[src/rtl/led_shift_driver.sv]
// led_shift_driver: parallel-to-serial driver for a 74HC595-style LED chain with divided sclk and latch strobe.
module led_shift_driver #(
  parameter int DATA_BITS = 16,
  parameter int CNT_BITS  = 4,
  parameter int DIR       = 0,
  parameter int CLK_DIV   = 2,
  parameter int DIV_BITS  = 8
) (
  input  logic                 clk,
  input  logic                 rst,
  input  logic                 start,
  input  logic [DATA_BITS-1:0] pdata,
  output logic                 sclk,
  output logic                 sout,
  output logic                 sclrn,
  output logic                 en,
  output logic                 busy,
  output logic                 done
);
  typedef enum logic [1:0] {IDLE, SHIFT, LATCH} state_t;
  localparam logic [DIV_BITS-1:0] DIV_LAST = DIV_BITS'(CLK_DIV - 1);
  localparam logic [CNT_BITS-1:0] CNT_LAST = CNT_BITS'(DATA_BITS - 1);
  state_t               state_q, state_d;
  logic [DATA_BITS-1:0] shreg_q, shreg_d;
  logic [DIV_BITS-1:0]  div_q, div_d;
  logic [CNT_BITS-1:0]  cnt_q, cnt_d;
  logic                 sclk_q, sclk_d, en_q, en_d, busy_q, busy_d, done_q, done_d, sclrn_q;
  logic                 wrap;
  logic [DATA_BITS-1:0] shifted;
  assign wrap    = div_q == DIV_LAST;
  assign shifted = (DIR == 0) ? {shreg_q[DATA_BITS-2:0], 1'b0} : {1'b0, shreg_q[DATA_BITS-1:1]};
  always_comb begin
    state_d = state_q;
    shreg_d = shreg_q;
    div_d   = div_q;
    cnt_d   = cnt_q;
    sclk_d  = sclk_q;
    en_d    = en_q;
    busy_d  = busy_q;
    done_d  = 1'b0;
    case (state_q)
      IDLE: if (start) begin
        shreg_d = pdata;
        busy_d  = 1'b1;
        sclk_d  = 1'b0;
        div_d   = '0;
        cnt_d   = '0;
        state_d = SHIFT;
      end
      SHIFT: begin
        div_d = wrap ? '0 : div_q + 1'b1;
        if (wrap && !sclk_q) sclk_d = 1'b1;
        // falling toggle: advance to the next bit, or finish after the last high phase
        if (wrap && sclk_q) begin
          sclk_d  = 1'b0;
          shreg_d = shifted;
          cnt_d   = (cnt_q == CNT_LAST) ? '0 : cnt_q + 1'b1;
          en_d    = cnt_q == CNT_LAST;
          state_d = (cnt_q == CNT_LAST) ? LATCH : SHIFT;
        end
      end
      LATCH: begin
        div_d = wrap ? '0 : div_q + 1'b1;
        if (wrap) begin
          en_d    = 1'b0;
          busy_d  = 1'b0;
          done_d  = 1'b1;
          state_d = IDLE;
        end
      end
      default: state_d = IDLE;
    endcase
  end
  always_ff @(posedge clk) begin
    if (!rst) begin
      state_q <= IDLE;
      shreg_q <= '0;
      div_q   <= '0;
      cnt_q   <= '0;
      sclk_q  <= 1'b0;
      en_q    <= 1'b0;
      busy_q  <= 1'b0;
      done_q  <= 1'b0;
      sclrn_q <= 1'b0;
    end else begin
      state_q <= state_d;
      shreg_q <= shreg_d;
      div_q   <= div_d;
      cnt_q   <= cnt_d;
      sclk_q  <= sclk_d;
      en_q    <= en_d;
      busy_q  <= busy_d;
      done_q  <= done_d;
      sclrn_q <= 1'b1;
    end
  end
  assign sout  = (DIR == 0) ? shreg_q[DATA_BITS-1] : shreg_q[0];
  assign sclk  = sclk_q;
  assign sclrn = sclrn_q;
  assign en    = en_q;
  assign busy  = busy_q;
  assign done  = done_q;
endmodule

[config.mk]
export PLATFORM = sky130hd
export DESIGN_NAME = led_shift_driver
export DESIGN_NICKNAME = d
export VERILOG_FILES = /design/src/rtl/led_shift_driver.sv
export SDC_FILE = /design/constraint.sdc
export NUM_CORES = 1
export LEC_CHECK = 0
export BUFFER_PORTS_ARGS = -buffer_cell sky130_fd_sc_hd__buf_2
export CORE_ASPECT_RATIO = 0.8
export CORE_UTILIZATION = 61
export CTS_CLUSTER_SIZE = 28
export DETAILED_ROUTE_END_ITERATION = 8
export GPL_ROUTABILITY_DRIVEN = 0
export PLACE_DENSITY = 0.83
export SLEW_MARGIN = 25
export SYNTH_ARGS = -nofsm -noshare
export SYNTH_HDL_FRONTEND = slang
export SYNTH_SLANG_ARGS = --single-unit
[constraint.sdc]
create_clock -name clk -period 3.4 [get_ports clk]
set_input_delay 0.51 -clock clk [delete_from_list [all_inputs] [get_ports clk]]
set_output_delay 0.51 -clock clk [all_outputs]
set_load 0.1 [all_outputs]
# ---- Word level (Yosys, flattened, before mapping)
# Cells that the tools add are included.
dict set report totals {
  regBits 35
  out_inout_bits 6
  word_cells 61
  in_bits 19
}
dict set report op_classes {
  muxes 26
  reduce_logical 16
  addsub 2
  n_eq_ne 8
}
# op count
set ops {}
lappend ops {{2-to-1 mux 16 bit} 2}
lappend ops {{one-hot mux 16 bit (2 select lines)} 1}
lappend ops {{2-to-1 mux 8 bit} 2}
lappend ops {{one-hot mux 8 bit (2 select lines)} 1}
lappend ops {{AND reduction 3 bit} 5}
lappend ops {{2-to-1 mux 4 bit} 3}
lappend ops {{adder 8 x 1 -> 8 bit, second input constant} 1}
lappend ops {{== test 8 x 1 -> 1 bit, second input constant} 1}
lappend ops {{2-to-1 mux 1 bit} 8}
lappend ops {{2-to-1 mux 2 bit} 4}
lappend ops {{one-hot mux 4 bit (2 select lines)} 1}
lappend ops {{nonzero test 2 bit} 4}
lappend ops {{inequality test 2 bit, second input constant} 3}
lappend ops {{one-hot mux 1 bit (2 select lines)} 3}
lappend ops {{one-hot mux 2 bit (3 select lines)} 1}
lappend ops {{adder 4 x 1 -> 4 bit, second input constant} 1}
lappend ops {{== test 4 bit, second input constant} 1}
lappend ops {{AND reduction 2 bit} 2}
lappend ops {{inequality test 3 bit, second input constant} 1}
lappend ops {{== test 2 x 1 -> 1 bit, second input constant} 1}
lappend ops {{== test 2 bit, second input constant} 1}
lappend ops {{logical AND 1 bit} 2}
lappend ops {{logical NOT 2 bit} 1}
lappend ops {{OR reduction 2 bit} 1}
lappend ops {{logical NOT 1 bit} 1}

# ---- Depth between registers and ports, before layout
# Gate-level depths: netlist of the first run.
dict set report depth {
  depth_word 5
  ltp_mapped 9
  ltp_nobuf 6
}

# ---- Worst setup path after synthesis of the first run
# Ideal clock, no wire load.
dict set report synth_path {
  path_kind {reg-to-reg}
  from {register sclk_q, in the netlist sclk}
  to {register state_q[1]}
  path_buffers 1
  stages_incl_launch_ff 5
  path_slack_ns 1.392
  t_arrival_ns 1.890
  setup_time_ns 0.119
  required_time_ns 3.281
  synth_period_minus_slack_ns 2.008
  path_cell_list {dfxtp_1 -> nand3_4 -> buf_6 -> a22o_2 -> o221a_2}
}
dict set report synth_between {
  elab_chain_cells 3
}
# element line
set synth_lines {}
lappend synth_lines {{start, declared} 27} ;# logic sclk_q, sclk_d, en_q, en_d, busy_q, busy_d, done_q, done_d, sclrn_q;
lappend synth_lines {{start signal, assigned} 90} ;# sclk_q <= sclk_d;
lappend synth_lines {{logical AND 1 bit} 54} ;# if (wrap && sclk_q) begin
lappend synth_lines {{inequality test 2 bit (no source line)} n/a}
lappend synth_lines {{AND reduction 3 bit (no source line)} n/a}
lappend synth_lines {{end signal, assigned} 86} ;# state_q <= state_d;
lappend synth_lines {{end, declared} 23} ;# state_t state_q, state_d;
# No other way between the ends.
# A chain may end at the register's enable or synchronous reset.

# ---- Worst setup path in the final report of the first run
dict set report layout_path {
  from {register state_q[1]}
  to {register shreg_q[4]}
}
dict set report layout_between {
  elab_chain_cells 3
  elab_cells_between_ends 7
  classes_between {eq/ne (3); mux (1); reduce/logical (3)}
}
# element line
set layout_lines {}
lappend layout_lines {{== test 2 x 1 -> 1 bit or logical NOT 2 bit (tied branches)} 41} ;# case (state_q)
lappend layout_lines {{inequality test 2 bit (no source line) or nonzero test 2 bit (tied branches)} n/a}
lappend layout_lines {{AND reduction 3 bit (no source line)} n/a}
lappend layout_lines {{end signal, assigned} 87} ;# shreg_q <= shreg_d;
lappend layout_lines {{end, declared} 24} ;# logic [DATA_BITS-1:0] shreg_q, shreg_d;
# Several ways; a longest one is shown, not always the timed one.

==> results.json, run 1 <==
{
  "result_of_the_run": "complete, no violations",
  "hold_path_startpoint": "pdata[0]",
  "floorplan.die_area_um2": 3442,
  "dominantRegCellSynth": "sky130_fd_sc_hd__dfxtp_1",
  "initial_core_util_pct": 67.69,
  "stdcell_area_um2": 2133,
  "placement.cell_area_um2": 2061,
  "clock-sinks": 35,
  "synth-warning-count": 0,
  "total_leakage_power_nw": 0.7500,
  "timing.critical_path.slowest_cell_delay_ps": 570,
  "timing.hold.worst.class": "in -> reg",
  "post-cts-setup-buffer-count": 0,
  "detail_route.drc_violations": 0,
  "grt-ovfl-total": 0,
  "drtAntennaViolNets": 0,
  "grt_pass1_vias": 1626,
  "cp-end-kind": "register",
  "insertion_delay_ps": 290,
  "worst-r2r-setup-slack_ps": 1150,
  "cts_hold_buffers": 0,
  "relSlewSlack_pct": 43.49,
  "wire_length_per_cell_um": 15.13,
  "final_cell_count_no_fill": 281,
  "synthesis.nets": 252,
  "drt-initial-drc-count": 196,
  "maxCapViolCount": 0,
  "die_y_um": 52.68,
  "post_synthesis_to_final_layout_area_growth_pct": 8.946,
  "rows": 17,
  "final.period_utilization_pct": 66.30,
  "finalHoldViolCount": 0,
  "slowest_stage": "sky130_fd_sc_hd__and2_1",
  "synth-async-reset-ratio_pct": 0,
  "antennaDiodeCount": 0,
  "clk_pin_slew_ps": 70,
  "grt_pass1_wl_mm": 7.127,
  "via_count": 1759,
  "cp_top_family": "simple AND/OR/NAND/NOR gates",
  "final.min_clock_period_ps": 2254,
  "global_route.usage.met3_pct": 5.870,
  "die_w_um": 65.35,
  "hold_ws_ps": 440.0,
  "tightest_slew_ps": 847.7,
  "cp_cell_sequence": "inv_1, ha_1, buf_4, mux2i_1, and2_1, a22oi_1, o21ai_1",
  "worstPathRequired_ps": 3610,
  "placement.io_buffers": 24,
  "finalMaxSlewViolations": 0,
  "synthDistinctLibCells": 48,
  "root_buffer": "sky130_fd_sc_hd__clkbuf_8",
  "ys_seq_elements": 35,
  "max_freq_mhz": 443.6,
  "worst-path-stages": 7,
  "resize_count_post_cts": 0,
  "post_synth_inst_count": 227,
  "seq_area_frac_synth_pct": 35.78,
  "setup_repair_after_global_routing_missed_its_margin": "false",
  "post_synth_instance_area_um2": 1958,
  "peakVddDrop_mv": 0.2827,
  "placed_cells": 275,
  "crit-reg2reg-launch": "state_q[1]",
  "power_density_nw_per_um2": 452.6,
  "finalSetupTns_ps": 0,
  "core_area_um2": 2893,
  "setup_violations": 0,
  "grt-busiest-layer": "met2",
  "total_global_route_track_usage_pct": 27.51,
  "layout_cells_sized_above_1_pct": 22.22,
  "detail_route.first_pass.iterations": 5,
  "ctsHtreeMaxLevel": 2,
  "hpwl_mm": 2.992,
  "critical_path_class": "reg -> reg",
  "maximum_number_of_pins_on_one_net_before_global_route_repair": 44,
  "vias_per_cell": 6.260,
  "worst_setup_path_startpoint": "state_q[1]",
  "syn_area_per_cell_um2": 8.626,
  "endpoint": "shreg_q[4]",
  "postRouteWirelength_mm": 4.252,
  "globalRouteMet1Util_pct": 34.79,
  "finish.net_count": 269,
  "finClkSkew_ps": 6.280,
  "crit_buf_inv": 2,
  "top_level_pins": 25,
  "start_kind": "register",
  "worstReg2RegEnd": "shreg_q[4]",
  "met2_usage_pct": 44.16,
  "ctsLongestPathBuffers": 2,
  "grt_antenna_before_repair": 0,
  "cts_tree": "done",
  "critical_path_arrival_ps": 2460,
  "critical_path.max_fanout": 43,
  "worstRegToRegCells": 7,
  "synth-edff-count": 0,
  "numCtsBuffers": 5
}
[sequential cells by signal, indices dropped and copies added, names as in the netlist]
register  count
sclk          1
sclrn         1
shreg_q      16
busy          1
cnt_q         4
done          1
state_q       2
en            1
div_q         8
[cells in the mapped netlist, types with 2 or more instances]
cell / n / share of area, %
sky130_fd_sc_hd__inv_1: 7 / 1.3
sky130_fd_sc_hd__buf_2: 4 / 1.0
sky130_fd_sc_hd__mux2_2: 13 / 7.5
sky130_fd_sc_hd__nand2_1: 28 / 5.4
sky130_fd_sc_hd__a21oi_1: 7 / 1.8
sky130_fd_sc_hd__nor3_1: 4 / 1.0
sky130_fd_sc_hd__dfxtp_1: 35 / 36
sky130_fd_sc_hd__mux2i_1: 2 / 1.0
sky130_fd_sc_hd__nor2_1: 10 / 1.9
sky130_fd_sc_hd__and3_1: 2 / 0.64
sky130_fd_sc_hd__nor2b_1: 2 / 0.64
sky130_fd_sc_hd__o21ai_0: 8 / 2.0
sky130_fd_sc_hd__a21o_1: 2 / 0.77
sky130_fd_sc_hd__nand3b_1: 2 / 0.77
sky130_fd_sc_hd__a22oi_1: 15 / 5.8
sky130_fd_sc_hd__o21ai_1: 12 / 3.1
sky130_fd_sc_hd__ha_1: 6 / 3.8
sky130_fd_sc_hd__mux2_4: 2 / 1.5
sky130_fd_sc_hd__nand4b_1: 2 / 0.89
sky130_fd_sc_hd__buf_6: 2 / 1.2
sky130_fd_sc_hd__clkbuf_1: 10 / 1.9
sky130_fd_sc_hd__nand3_1: 20 / 5.1
sky130_fd_sc_hd__xnor2_1: 4 / 1.8
sky130_fd_sc_hd__nand4_1: 2 / 0.64
sky130_fd_sc_hd__a32o_1: 3 / 1.5
[cell usage in the layout, fill, tap and decap left out, drive strengths merged, types with 4 or more instances in the layout]
master / instances
inv: 7
ha: 6
xnor2: 4
dfxtp: 35
nor3: 5
a21oi: 7
nand3: 21
mux2: 15
clkbuf: 6
nand2: 28
o21ai: 20
a22oi: 15
nor2: 10
buf: 26
[routing by layer]
metal  wire, um  share of wire [%]
met5          0                  0
met1       1887                 44
met4         78                1.8
met3        253                6.0
met2       2032                 48
[stage by stage]
stage,power (mW),utilization (%),setup slack [ps]
floorplan,0.6469,-,1392
global placement,0.6865,71.24,1357
detailed placement,0.6984,71.24,1225
CTS,0.9666,73.75,1212
global route,1.010,73.75,963.2
finish,0.9656,73.75,1146
[how the worst min path moves through the flow]
stage | endpoint | slack (ps) | cells past startpoint
finish | shreg_q[0] | 440 | 2
global route | shreg_q[2] | 460 | 3
CTS | shreg_q[0] | 440 | 2
detailed placement | en | 450 | 1
global placement | en | 440 | 1
floorplan | div_q[1] | 460 | 2
[area by class of cell]
cell class,count,area (um2)
inverters,7,26.28
multi-input cells,169,1151
flip-flops and latches,35,700.7
clock buffers,6,72.57
fillers,223,759.5
well taps,38,47.55
repair buffers,26,135.1
[cells by family after synthesis]
family | Yosys count | synth area share (%)
buf+inv | 23 | 5.432
compound gates | 59 | 20.45
xor+xnor | 5 | 2.236
simple gates | 82 | 22.24
mux | 17 | 10.03
fa+ha+maj | 6 | 3.834
flops | 35 | 35.78
[power breakdown]
group / switching, mW / internal (mW) / leakage [nW]
sequential: 0.0252 / 0.442 / 0.285
combinational: 0.153 / 0.0733 / 0.428
clock: 0.136 / 0.136 / 0.0371
total: 0.314 / 0.651 / 0.750
Power figures use the tool's default switching activity.
==> run 2: changes to the inputs <==
ABC_AREA = 1   (was not set)
CORE_UTILIZATION = 57   (was 61)
PLACE_DENSITY = 0.79   (was 0.83)
clock period = 2.2 ns   (was 3.4 ns; I/O delays follow)
==> run 2 against run 1 <==
Effect of this change: synthesized area down 2.9%; wire length down 14%; via count down 0.40%; sequential power up 99%; core utilization down 6.6 points; register-to-register slack worse by 800 ps; setup slack worse by 800 ps; worst hold slack worse by 200 ps; clock skew down 1.6 ps; sequential share of layout area up 0.49 points; first-iteration DRC count down 40%; global-route usage down 4.0 points; critical path type unchanged; critical endpoint is now cnt_q[3].
==> results.json, run 2 <==
{
  "seq_area_frac_synth_pct": 36.84,
  "synth-edff-count": 0,
  "worstReg2RegEnd": "cnt_q[3]",
  "synth_area_leaders": "sky130_fd_sc_hd__dfxtp_1, sky130_fd_sc_hd__nand2_1, sky130_fd_sc_hd__nor2_1",
  "finalMaxSlewViolations": 0,
  "critical_path.max_fanout": 31,
  "setup_repair_after_global_routing_missed_its_margin": "false",
  "drtAntennaViolNets": 0,
  "worstPathRequired_ps": 2380,
  "critical_path_class": "reg -> reg",
  "ctsLongestPathBuffers": 2,
  "synth_top_cell_area_share_pct": 36.84,
  "cp_cell_sequence": "inv_1, ha_1, nand2_1, nand3_4, buf_4, inv_1, nand2_1, nand2_1",
  "setup_violations": 0,
  "rows": 18,
  "synth.most_common_cell": "sky130_fd_sc_hd__nand2_1",
  "core_area_um2": 3131,
  "hold_path_startpoint": "rst",
  "result_of_the_run": "complete, no violations",
  "ys_seq_elements": 35,
  "maxCapViolCount": 0,
  "relSlewSlack_pct": 68.03,
  "cp-end-kind": "register",
  "wire_length_per_cell_um": 10.09,
  "drt-initial-drc-count": 117,
  "cp_top_family": "simple AND/OR/NAND/NOR gates",
  "max_flop_register": "shreg_q",
  "detail_route.drc_violations": 0,
  "numCtsBuffers": 5,
  "cts_hold_buffers": 0,
  "die_w_um": 66.58,
  "post_synthesis_to_final_layout_area_growth_pct": 10.53,
  "peakVddDrop_mv": 0.7765,
  "grt-ovfl-total": 0,
  "worst_path_most_repeated_cell": "sky130_fd_sc_hd__nand2_1",
  "timing.hold.worst.class": "in -> reg",
  "insertion_delay_ps": 280,
  "top_level_pins": 25,
  "finClkSkew_ps": 4.666,
  "vias_per_cell": 4.840,
  "timing.critical_path.slowest_cell_delay_ps": 410,
  "clk_pin_slew_ps": 70,
  "floorplan.die_area_um2": 3573,
  "power_density_nw_per_um2": 1421,
  "max_freq_mhz": 537.9,
  "synthesis.nets": 324,
  "postRouteWirelength_mm": 3.651,
  "holdPathStages": 1,
  "ctsHtreeMaxLevel": 2,
  "finish.net_count": 348,
  "start_kind": "register",
  "biggestRegsByFlops": "shreg_q (16), div_q (8), cnt_q (4)",
  "grt_pass1_wl_mm": 6.216,
  "worst_hold_path.endpoint": "sclrn",
  "resize_count_post_cts": 0,
  "maximum_number_of_pins_on_one_net_before_global_route_repair": 32,
  "finalSetupTns_ps": 0,
  "clock-sinks": 35,
  "synth.cells.most_frequent": "sky130_fd_sc_hd__nand2_1, sky130_fd_sc_hd__nor2_1, sky130_fd_sc_hd__dfxtp_1, sky130_fd_sc_hd__inv_1, sky130_fd_sc_hd__o21ai_0",
  "total_power_mw": 2.987,
  "final.period_utilization_pct": 84.50,
  "die_y_um": 53.67,
  "crit_buf_inv": 3,
  "synth_top_cell_by_area": "sky130_fd_sc_hd__dfxtp_1",
  "layout_commonest_cell": "sky130_fd_sc_hd__nand2_1",
  "via_count": 1752,
  "slowest_stage": "sky130_fd_sc_hd__ha_1",
  "worstRegToRegCells": 8,
  "total_global_route_track_usage_pct": 23.49,
  "hpwl_mm": 2.581,
  "synthDistinctLibCells": 25,
  "synth-async-reset-ratio_pct": 0,
  "finalHoldViolCount": 0,
  "final.min_clock_period_ps": 1859,
  "total_leakage_power_nw": 1.053,
  "antennaDiodeCount": 0,
  "crit-reg2reg-launch": "state_q[1]",
  "initial_core_util_pct": 60.75,
  "layout_cells_sized_above_1_pct": 13.66,
  "cts_tree": "done",
  "detail_route.first_pass.iterations": 4,
  "final_cell_mix": "sky130_fd_sc_hd__nand2_1, sky130_fd_sc_hd__nor2_1, sky130_fd_sc_hd__inv_1, sky130_fd_sc_hd__dfxtp_1, sky130_fd_sc_hd__buf_2",
  "nFillCells": 296,
  "syn_area_per_cell_um2": 6.361,
  "worst-r2r-setup-slack_ps": 340,
  "synth-warning-count": 0,
  "critical_path_arrival_ps": 2040,
  "largest_register_ffs": 16,
  "post-cts-setup-buffer-count": 0,
  "post_synth_instance_area_um2": 1902,
  "post_synth_inst_count": 299,
  "placement.io_buffers": 24,
  "root_buffer": "sky130_fd_sc_hd__clkbuf_8",
  "dominantRegCellSynth": "sky130_fd_sc_hd__dfxtp_1",
  "grt_pass1_vias": 1441,
  "tightest_slew_ps": 482.9,
  "grt_antenna_before_repair": 0
}
-- run 2: cell types whose count changed after synthesis, sizes merged, moves of 5 or more --
cell / change
inv: +33
clkbuf: -8
a21oi: +5
nand2: +68
mux2: -15
nand3: -13
a22oi: -15
nor2: +46
-- run 2: final cells by class --
type	count	area, um2	area share (%)
multi-input combinational	214	985.9	46.90
sequential	35	700.7	33.33
inverter	40	150.1	7.143
timing repair buffer	27	142.6	6.786
clock buffer	6	72.57	3.452
tap	40	50.05	2.381
-- run 2: report_power, final --
group          switching (mW)  internal [mW]
clock                   0.213          0.211
sequential             0.0812          0.846
combinational            1.16          0.473
total                    1.46           1.53
-- run 2: worst max path at each step --
stage	start	endpoint	slack [ps]	depth (start not counted)
2_1_floorplan	sclk	shreg_q[15]	390	6
3_3_place_gp	state_q[1]	cnt_q[3]	370	8
3_5_place_dp	state_q[1]	cnt_q[3]	350	8
4_1_cts	state_q[1]	cnt_q[3]	330	8
5_1_grt	state_q[1]	shreg_q[5]	80	8
6_report	state_q[1]	cnt_q[3]	340	8
-- run 2: per-layer routing --
layer	part of all wire (%)	wire length, um	vias up	GRT usage, %
li1	-	-	960	-
met1	52	1909	738	31.31
met2	41	1482	48	35.86
met3	5.3	194	6	5.720
met4	1.8	65	0	10.99
met5	0	0	-	0
-- run 2: cell families (layout without fill, tap and decap cells) --
group	count (synthesis)	in the layout	share of synthesized area (%)
xor gates and xnor gates	2	2	0.9212
buffers and inverters	50	73	11.32
DFF	35	35	36.84
adders and majority gates	6	6	3.947
AOI/OAI and AO/OA	33	33	10.00
and+or+nand+nor	173	173	36.97
-- run 2: metrics by stage --
| step | hold WS [ps] | worst slack, ps | cell area, um2 | util (%) | cells |
|---|---|---|---|---|---|
| 2_1_floorplan | 357.7 | 389.8 | 1902 | - | 299 |
| 3_3_place_gp | 431.7 | 372.6 | 2029 | 64.83 | 356 |
| 3_5_place_dp | 439.3 | 350.7 | 2029 | 64.83 | 356 |
| 4_1_cts | 239.7 | 332.7 | 2102 | 67.15 | 362 |
| 5_1_grt | 238.4 | 79.94 | 2102 | 67.15 | 362 |
| 6_report | 240.7 | 341.0 | 2102 | 67.15 | 362 |
